==> src/rtl/hazard3_fetch_aligner.sv <==
`default_nettype none
// ============================================================================
// hazard3_fetch_aligner : 3-parcel halfword realignment buffer, fetch -> expander.
// Optional macro HAZARD3_FETCH_ALIGN_ERR_EN stores per-parcel bus errors.
// Revision: 1.0
// ============================================================================
module hazard3_fetch_aligner #(
    parameter int EXTENSION_C = 1
) (
    input  logic        clk,
    input  logic        rst_n,
    input  logic [31:0] fetch_wdata,
    input  logic        fetch_err,
    input  logic        fetch_valid,
    output logic        fetch_ready,
    input  logic        flush,
    input  logic        flush_addr_bit1,
    output logic [31:0] instr_data,
    output logic        instr_is_32bit,
    output logic        instr_err,
    output logic        instr_valid,
    input  logic        instr_ready,
    output logic [1:0]  level
);

    localparam logic C_EXT = (EXTENSION_C != 0);

    logic [2:0][15:0] hw_q, hw_d;
    logic [1:0]       level_q, level_d;
    logic             skip_lo_q, skip_lo_d;

    logic             w_is_32bit;
    logic             w_instr_valid;
    logic             w_fetch_ready;
    logic             w_consume;
    logic             w_accept;
    logic [1:0]       w_n_cons;
    logic [1:0]       w_level_sh;
    logic             w_slot;
    logic [2:0][15:0] w_hw_sh;

    assign w_is_32bit    = C_EXT ? (hw_q[0][1:0] == 2'b11) : 1'b1;
    assign w_instr_valid = ((level_q != 2'd0) && !w_is_32bit) || (level_q >= 2'd2);
    assign w_fetch_ready = (level_q <= 2'd1);
    assign w_consume     = w_instr_valid && instr_ready;
    assign w_accept      = fetch_valid && w_fetch_ready && !flush;
    assign w_n_cons      = !w_consume ? 2'd0 : (w_is_32bit ? 2'd2 : 2'd1);
    assign w_level_sh    = level_q - w_n_cons;
    // An accept implies level_q <= 1, so the first free post-shift slot is 0 or 1.
    assign w_slot        = w_level_sh[0];

    always_comb begin
        case (w_n_cons)
            2'd1:    w_hw_sh = {16'h0000, hw_q[2], hw_q[1]};
            2'd2:    w_hw_sh = {16'h0000, 16'h0000, hw_q[2]};
            default: w_hw_sh = hw_q;
        endcase
    end

    always_comb begin
        hw_d      = w_hw_sh;
        level_d   = w_level_sh;
        skip_lo_d = skip_lo_q;
        if (flush) begin
            hw_d      = hw_q;
            level_d   = 2'd0;
            skip_lo_d = flush_addr_bit1 & C_EXT;
        end else if (w_accept) begin
            skip_lo_d = 1'b0;
            if (skip_lo_q) begin
                if (w_slot) hw_d[1] = fetch_wdata[31:16];
                else        hw_d[0] = fetch_wdata[31:16];
                level_d = w_level_sh + 2'd1;
            end else begin
                if (w_slot) begin
                    hw_d[1] = fetch_wdata[15:0];
                    hw_d[2] = fetch_wdata[31:16];
                end else begin
                    hw_d[0] = fetch_wdata[15:0];
                    hw_d[1] = fetch_wdata[31:16];
                end
                level_d = w_level_sh + 2'd2;
            end
        end
    end

    always_ff @(posedge clk or negedge rst_n) begin
        if (!rst_n) begin
            hw_q      <= '0;
            level_q   <= 2'd0;
            skip_lo_q <= 1'b0;
        end else begin
            hw_q      <= hw_d;
            level_q   <= level_d;
            skip_lo_q <= skip_lo_d;
        end
    end

`ifdef HAZARD3_FETCH_ALIGN_ERR_EN
    logic [2:0] err_q, err_d;
    logic [2:0] w_err_sh;

    always_comb begin
        case (w_n_cons)
            2'd1:    w_err_sh = {1'b0, err_q[2], err_q[1]};
            2'd2:    w_err_sh = {2'b00, err_q[2]};
            default: w_err_sh = err_q;
        endcase
        err_d = w_err_sh;
        if (flush) begin
            err_d = err_q;
        end else if (w_accept) begin
            if (skip_lo_q) begin
                if (w_slot) err_d[1] = fetch_err;
                else        err_d[0] = fetch_err;
            end else begin
                if (w_slot) begin
                    err_d[1] = fetch_err;
                    err_d[2] = fetch_err;
                end else begin
                    err_d[0] = fetch_err;
                    err_d[1] = fetch_err;
                end
            end
        end
    end

    always_ff @(posedge clk or negedge rst_n) begin
        if (!rst_n) begin
            err_q <= 3'b000;
        end else begin
            err_q <= err_d;
        end
    end

    assign instr_err = err_q[0] | (w_is_32bit & err_q[1]);
`else
    logic unused_fetch_err;
    assign unused_fetch_err = fetch_err;
    assign instr_err        = 1'b0;
`endif

    assign fetch_ready    = w_fetch_ready;
    assign instr_valid    = w_instr_valid;
    assign instr_is_32bit = w_is_32bit;
    assign instr_data     = {hw_q[1], hw_q[0]};
    assign level          = level_q;

endmodule
`default_nettype wire

==> config.mk <==
export PLATFORM = sky130hd
export DESIGN_NAME = hazard3_fetch_aligner
export DESIGN_NICKNAME = d
export VERILOG_FILES = /design/src/rtl/hazard3_fetch_aligner.sv
export SDC_FILE = /design/constraint.sdc
export NUM_CORES = 1
export LEC_CHECK = 0
export CAP_MARGIN = 10
export CORE_AREA = 2 2 75 77
export CTS_CLUSTER_DIAMETER = 50
export DETAILED_ROUTE_END_ITERATION = 12
export DIE_AREA = 0 0 77 79
export DONT_BUFFER_PORTS = 1
export PLACE_DENSITY = 0.77
export SYNTH_ARGS = -nofsm -noshare
export SYNTH_HDL_FRONTEND = slang
export SYNTH_SLANG_ARGS = --single-unit
==> constraint.sdc <==
create_clock -name clk -period 3.1 [get_ports clk]
set_input_delay 0.465 -clock clk [delete_from_list [all_inputs] [get_ports clk]]
set_output_delay 0.465 -clock clk [all_outputs]
set_load 0.1 [all_outputs]
==> reports/summary.log <==
qor: floorplanning.die_h 79 µm
qor: worst_setup_path.critical_path.endpoint_type flip-flop
qor: clocking.holdBufCountCts 1
qor: timing.rsz0062_at_grt false
qor: global_routing.globalRouteTotalUtil 0.260
qor: final_layout.fillcell_total 471
qor: logic_synthesis.post-synth-top-area-fraction 0.392
qor: timing.report.final.setup_viol 0
qor: worst_setup_path.path_class flip-flop to flip-flop
qor: place.hpwl 5.46 mm
qor: logic_synthesis.synthesized_instance_count 340
qor: final_layout.antenna_cells 0
qor: routing.routed_wire_length_per_instance 20.7 µm
qor: logic_synthesis.cell_types_occupying_the_most_area_after_synthesis sky130_fd_sc_hd__dfrtp_1 (39%), sky130_fd_sc_hd__a221o_1 (9.2%), sky130_fd_sc_hd__buf_4 (7.6%)
qor: global_routing.number_of_global_route_vias_before_repair 2521
qor: logic_synthesis.synth_fp_nets 380
qor: place.placed_cells_incl_taps 372
qor: clocking.cts_buffer_depth 2
qor: logic_synthesis.avgSynthCellArea 9.58 µm²
qor: final_layout.design.final.nets 348
qor: logic_synthesis.synth_cell_type_count 46
qor: worst_setup_path.required 3340 ps
qor: logic_synthesis.synth_top_flop_cell sky130_fd_sc_hd__dfrtp_1
qor: worst_setup_path.cp-start-kind flip-flop
qor: floorplanning.core 0.00534 mm²
qor: place.preCtsSetupSlack 219 ps
qor: routing.drc 0
qor: logic_synthesis.yosys_register_bits 51
qor: clocking.post-cts-setup-buffer-count 0
qor: final_layout.area_delta_synth_final 0.115%
qor: worst_setup_path.crit_fanout 14
qor: timing.fmax 349 MHz
qor: clocking.clock_tree_from_tritoncts built
qor: timing.layout_setup_ws 235 ps
qor: clocking.cts_inserted_buffers 5
qor: clocking.clk_pin_slew 90 ps
qor: timing.worst_slew_margin_rel 0.341
qor: global_routing.overflow_after_grt 0
qor: timing.worst_clock_skew 3.58 ps
qor: logic_synthesis.synth_edf_count 0
qor: logic_synthesis.synth_top_area_cell sky130_fd_sc_hd__dfrtp_1
qor: final_layout.layoutNonFillerInstCount 381
qor: routing.post_route_ant_nets 0
qor: worst_setup_path.worst-path-buf-inv 1
qor: timing.final_max_slew_viol_count 0
qor: clocking.clock-sinks 51
qor: worst_setup_path.cp_cell_sequence nand2_2, clkinv_2, nor2_2, ha_1, nand2_1, a2111oi_2, a221o_1
qor: worst_setup_path.cp_data_arrival_time 3100 ps
qor: worst_setup_path.critPathMaxStageDelay 820 ps
qor: floorplanning.fp.dieW 77 µm
qor: status.status completed
qor: timing.setup_tns_final 0 ps
qor: worst_setup_path.cp_top_family compound AO/OA/AOI/OAI gates
qor: clocking.postCtsResizedCells 0
qor: routing.initialDrtViolationCount 240
qor: timing.max_slew.worst_pin.slew 989 ps
qor: floorplanning.io_pins 77
qor: hold_path.hold_path_class primary input to asynchronous set/reset pin
qor: global_routing.grt_first_pass_wirelength 12.5 mm
qor: final_layout.final_layout_size_suffix_gt1_frac 0.168
qor: logic_synthesis.synth_sequential_area_ratio 0.392
qor: routing.routed_wirelength 7.90 mm
qor: routing.dr_total_vias 2513
qor: routing.via_per_inst 6.60
qor: clocking.htreeDepth 2
qor: clocking.clock-root-buffer sky130_fd_sc_hd__clkbuf_8
qor: place.globalplace.congestion 0.832
qor: worst_setup_path.critical-path-slowest-cell sky130_fd_sc_hd__a2111oi_2
qor: floorplanning.design.die.area 0.00608 mm²
qor: global_routing.antenna_violations_before_repair 0
qor: place.port_buffers 0
qor: routing.drtPass1Iterations 4
qor: floorplanning.floorplan.initialDensity 0.610
qor: floorplanning.std_cell_rows 27
qor: clocking.clock_latency 300 ps
qor: timing.final_min_period_over_clock_period 0.924
qor: logic_synthesis.asyncSetResetFlopFracSynth 1.00
qor: logic_synthesis.netlist_area 0.00326 mm²
qor: job.max_cap_viol_count 0
qor: global_routing.pin_count_of_the_biggest_net_entering_global_routing 52
qor: timing.finalCriticalPeriod 2860 ps
qor: timing.timing.final.hold_violations 0
qor: logic_synthesis.yosysWarnings 0
-- final timing paths --
kind / to / from / cells after the start / slack (ps)
worst max-delay path: instr_data[21] / instr_data[1] / 7 / 240
worst min-delay path: instr_data[0] / rst_n / 1 / 10
worst max register to register: instr_data[21] / instr_data[1] / 7 / 240
worst min register to register: hw_q[32] / hw_q[32] / 1 / 540
min in group clk: level[1] / flush / 1 / 230
max in group asynchronous: hw_q[43] / rst_n / 1 / 2860
-- metal layers --
layer  global-route usage  vias to the layer above  routed length (µm)
met2                0.412                      113                3770
met4               0.0946                        0                  64
met3               0.0682                        8                 688
li1                     -                     1159                   -
met1                0.347                     1233                3380
met5                    0                        -                   0
-- Yosys cell counts (2+ instances only) --
library cell	number
sky130_fd_sc_hd__buf_2	7
sky130_fd_sc_hd__o21ai_0	3
sky130_fd_sc_hd__nand2_1	41
sky130_fd_sc_hd__nor3_1	9
sky130_fd_sc_hd__mux2_2	9
sky130_fd_sc_hd__buf_4	33
sky130_fd_sc_hd__a211oi_1	9
sky130_fd_sc_hd__nand3_1	10
sky130_fd_sc_hd__clkbuf_1	11
sky130_fd_sc_hd__inv_1	3
sky130_fd_sc_hd__nor2_1	23
sky130_fd_sc_hd__and2_1	9
sky130_fd_sc_hd__a221oi_1	2
sky130_fd_sc_hd__buf_1	4
sky130_fd_sc_hd__a21oi_1	2
sky130_fd_sc_hd__o221a_2	9
sky130_fd_sc_hd__nand2b_1	3
sky130_fd_sc_hd__dfrtp_1	51
sky130_fd_sc_hd__mux2i_1	7
sky130_fd_sc_hd__a221o_1	30
sky130_fd_sc_hd__a22o_1	16
sky130_fd_sc_hd__nor2b_1	13
sky130_fd_sc_hd__a21boi_0	2
sky130_fd_sc_hd__a21o_1	6
sky130_fd_sc_hd__a2bb2oi_1	7
-- final cells by class --
class	count	area, µm²	share of cell area
clock inverters	1	7.51	0.00230
flip-flops and latches	51	1280	0.391
clock buffers	7	96.3	0.0295
repair buffers	17	160	0.0491
inverters	4	16.3	0.00499
multi-input cells	229	1620	0.495
well taps	72	90.1	0.0276
-- kinds of logic after synthesis --
group / synth area share
compound gates: 0.262
xor+xnor: 0.00538
fa+ha+maj: 0.00384
buf+inv: 0.113
flops: 0.392
mux: 0.0526
other cells: 0.00115
simple gates: 0.171
-- metrics by stage --
step	utilization	hold slack (ps)	cell area, µm²
3_5_place_dp	0.586	171	3130
4_1_cts	0.611	16.4	3260
2_1_floorplan	-	169	3260
3_3_place_gp	0.586	171	3130
5_1_grt	0.611	9.87	3260
6_report	0.611	11.0	3260
-- cells in the final DEF (no fill, tap or decap), types with 2 or more instances in the layout --
cell type / instances
sky130_fd_sc_hd__a21boi_0: 2
sky130_fd_sc_hd__a21o_1: 6
sky130_fd_sc_hd__mux2_2: 9
sky130_fd_sc_hd__clkbuf_8: 7
sky130_fd_sc_hd__a221oi_1: 2
sky130_fd_sc_hd__nor2_1: 23
sky130_fd_sc_hd__a211oi_1: 9
sky130_fd_sc_hd__a22o_1: 16
sky130_fd_sc_hd__dfrtp_1: 51
sky130_fd_sc_hd__nand2b_1: 3
sky130_fd_sc_hd__nand3_1: 10
sky130_fd_sc_hd__buf_4: 15
sky130_fd_sc_hd__inv_1: 3
sky130_fd_sc_hd__a2bb2oi_1: 7
sky130_fd_sc_hd__and2_1: 9
sky130_fd_sc_hd__nand2_1: 41
sky130_fd_sc_hd__mux2i_1: 7
sky130_fd_sc_hd__o221a_2: 9
sky130_fd_sc_hd__o21ai_0: 3
sky130_fd_sc_hd__nor2b_1: 13
sky130_fd_sc_hd__nor3_1: 9
sky130_fd_sc_hd__a221o_1: 30
sky130_fd_sc_hd__a21oi_1: 2
-- flip-flops by register name, summed over array words and instances, names as in the netlist --
signal,cells
skip_lo_q,1
level,2
instr_data,32
hw_q,16
Power is not shown: default switching activity piles up to over one toggle a cycle in this logic, so the estimate is an artifact.
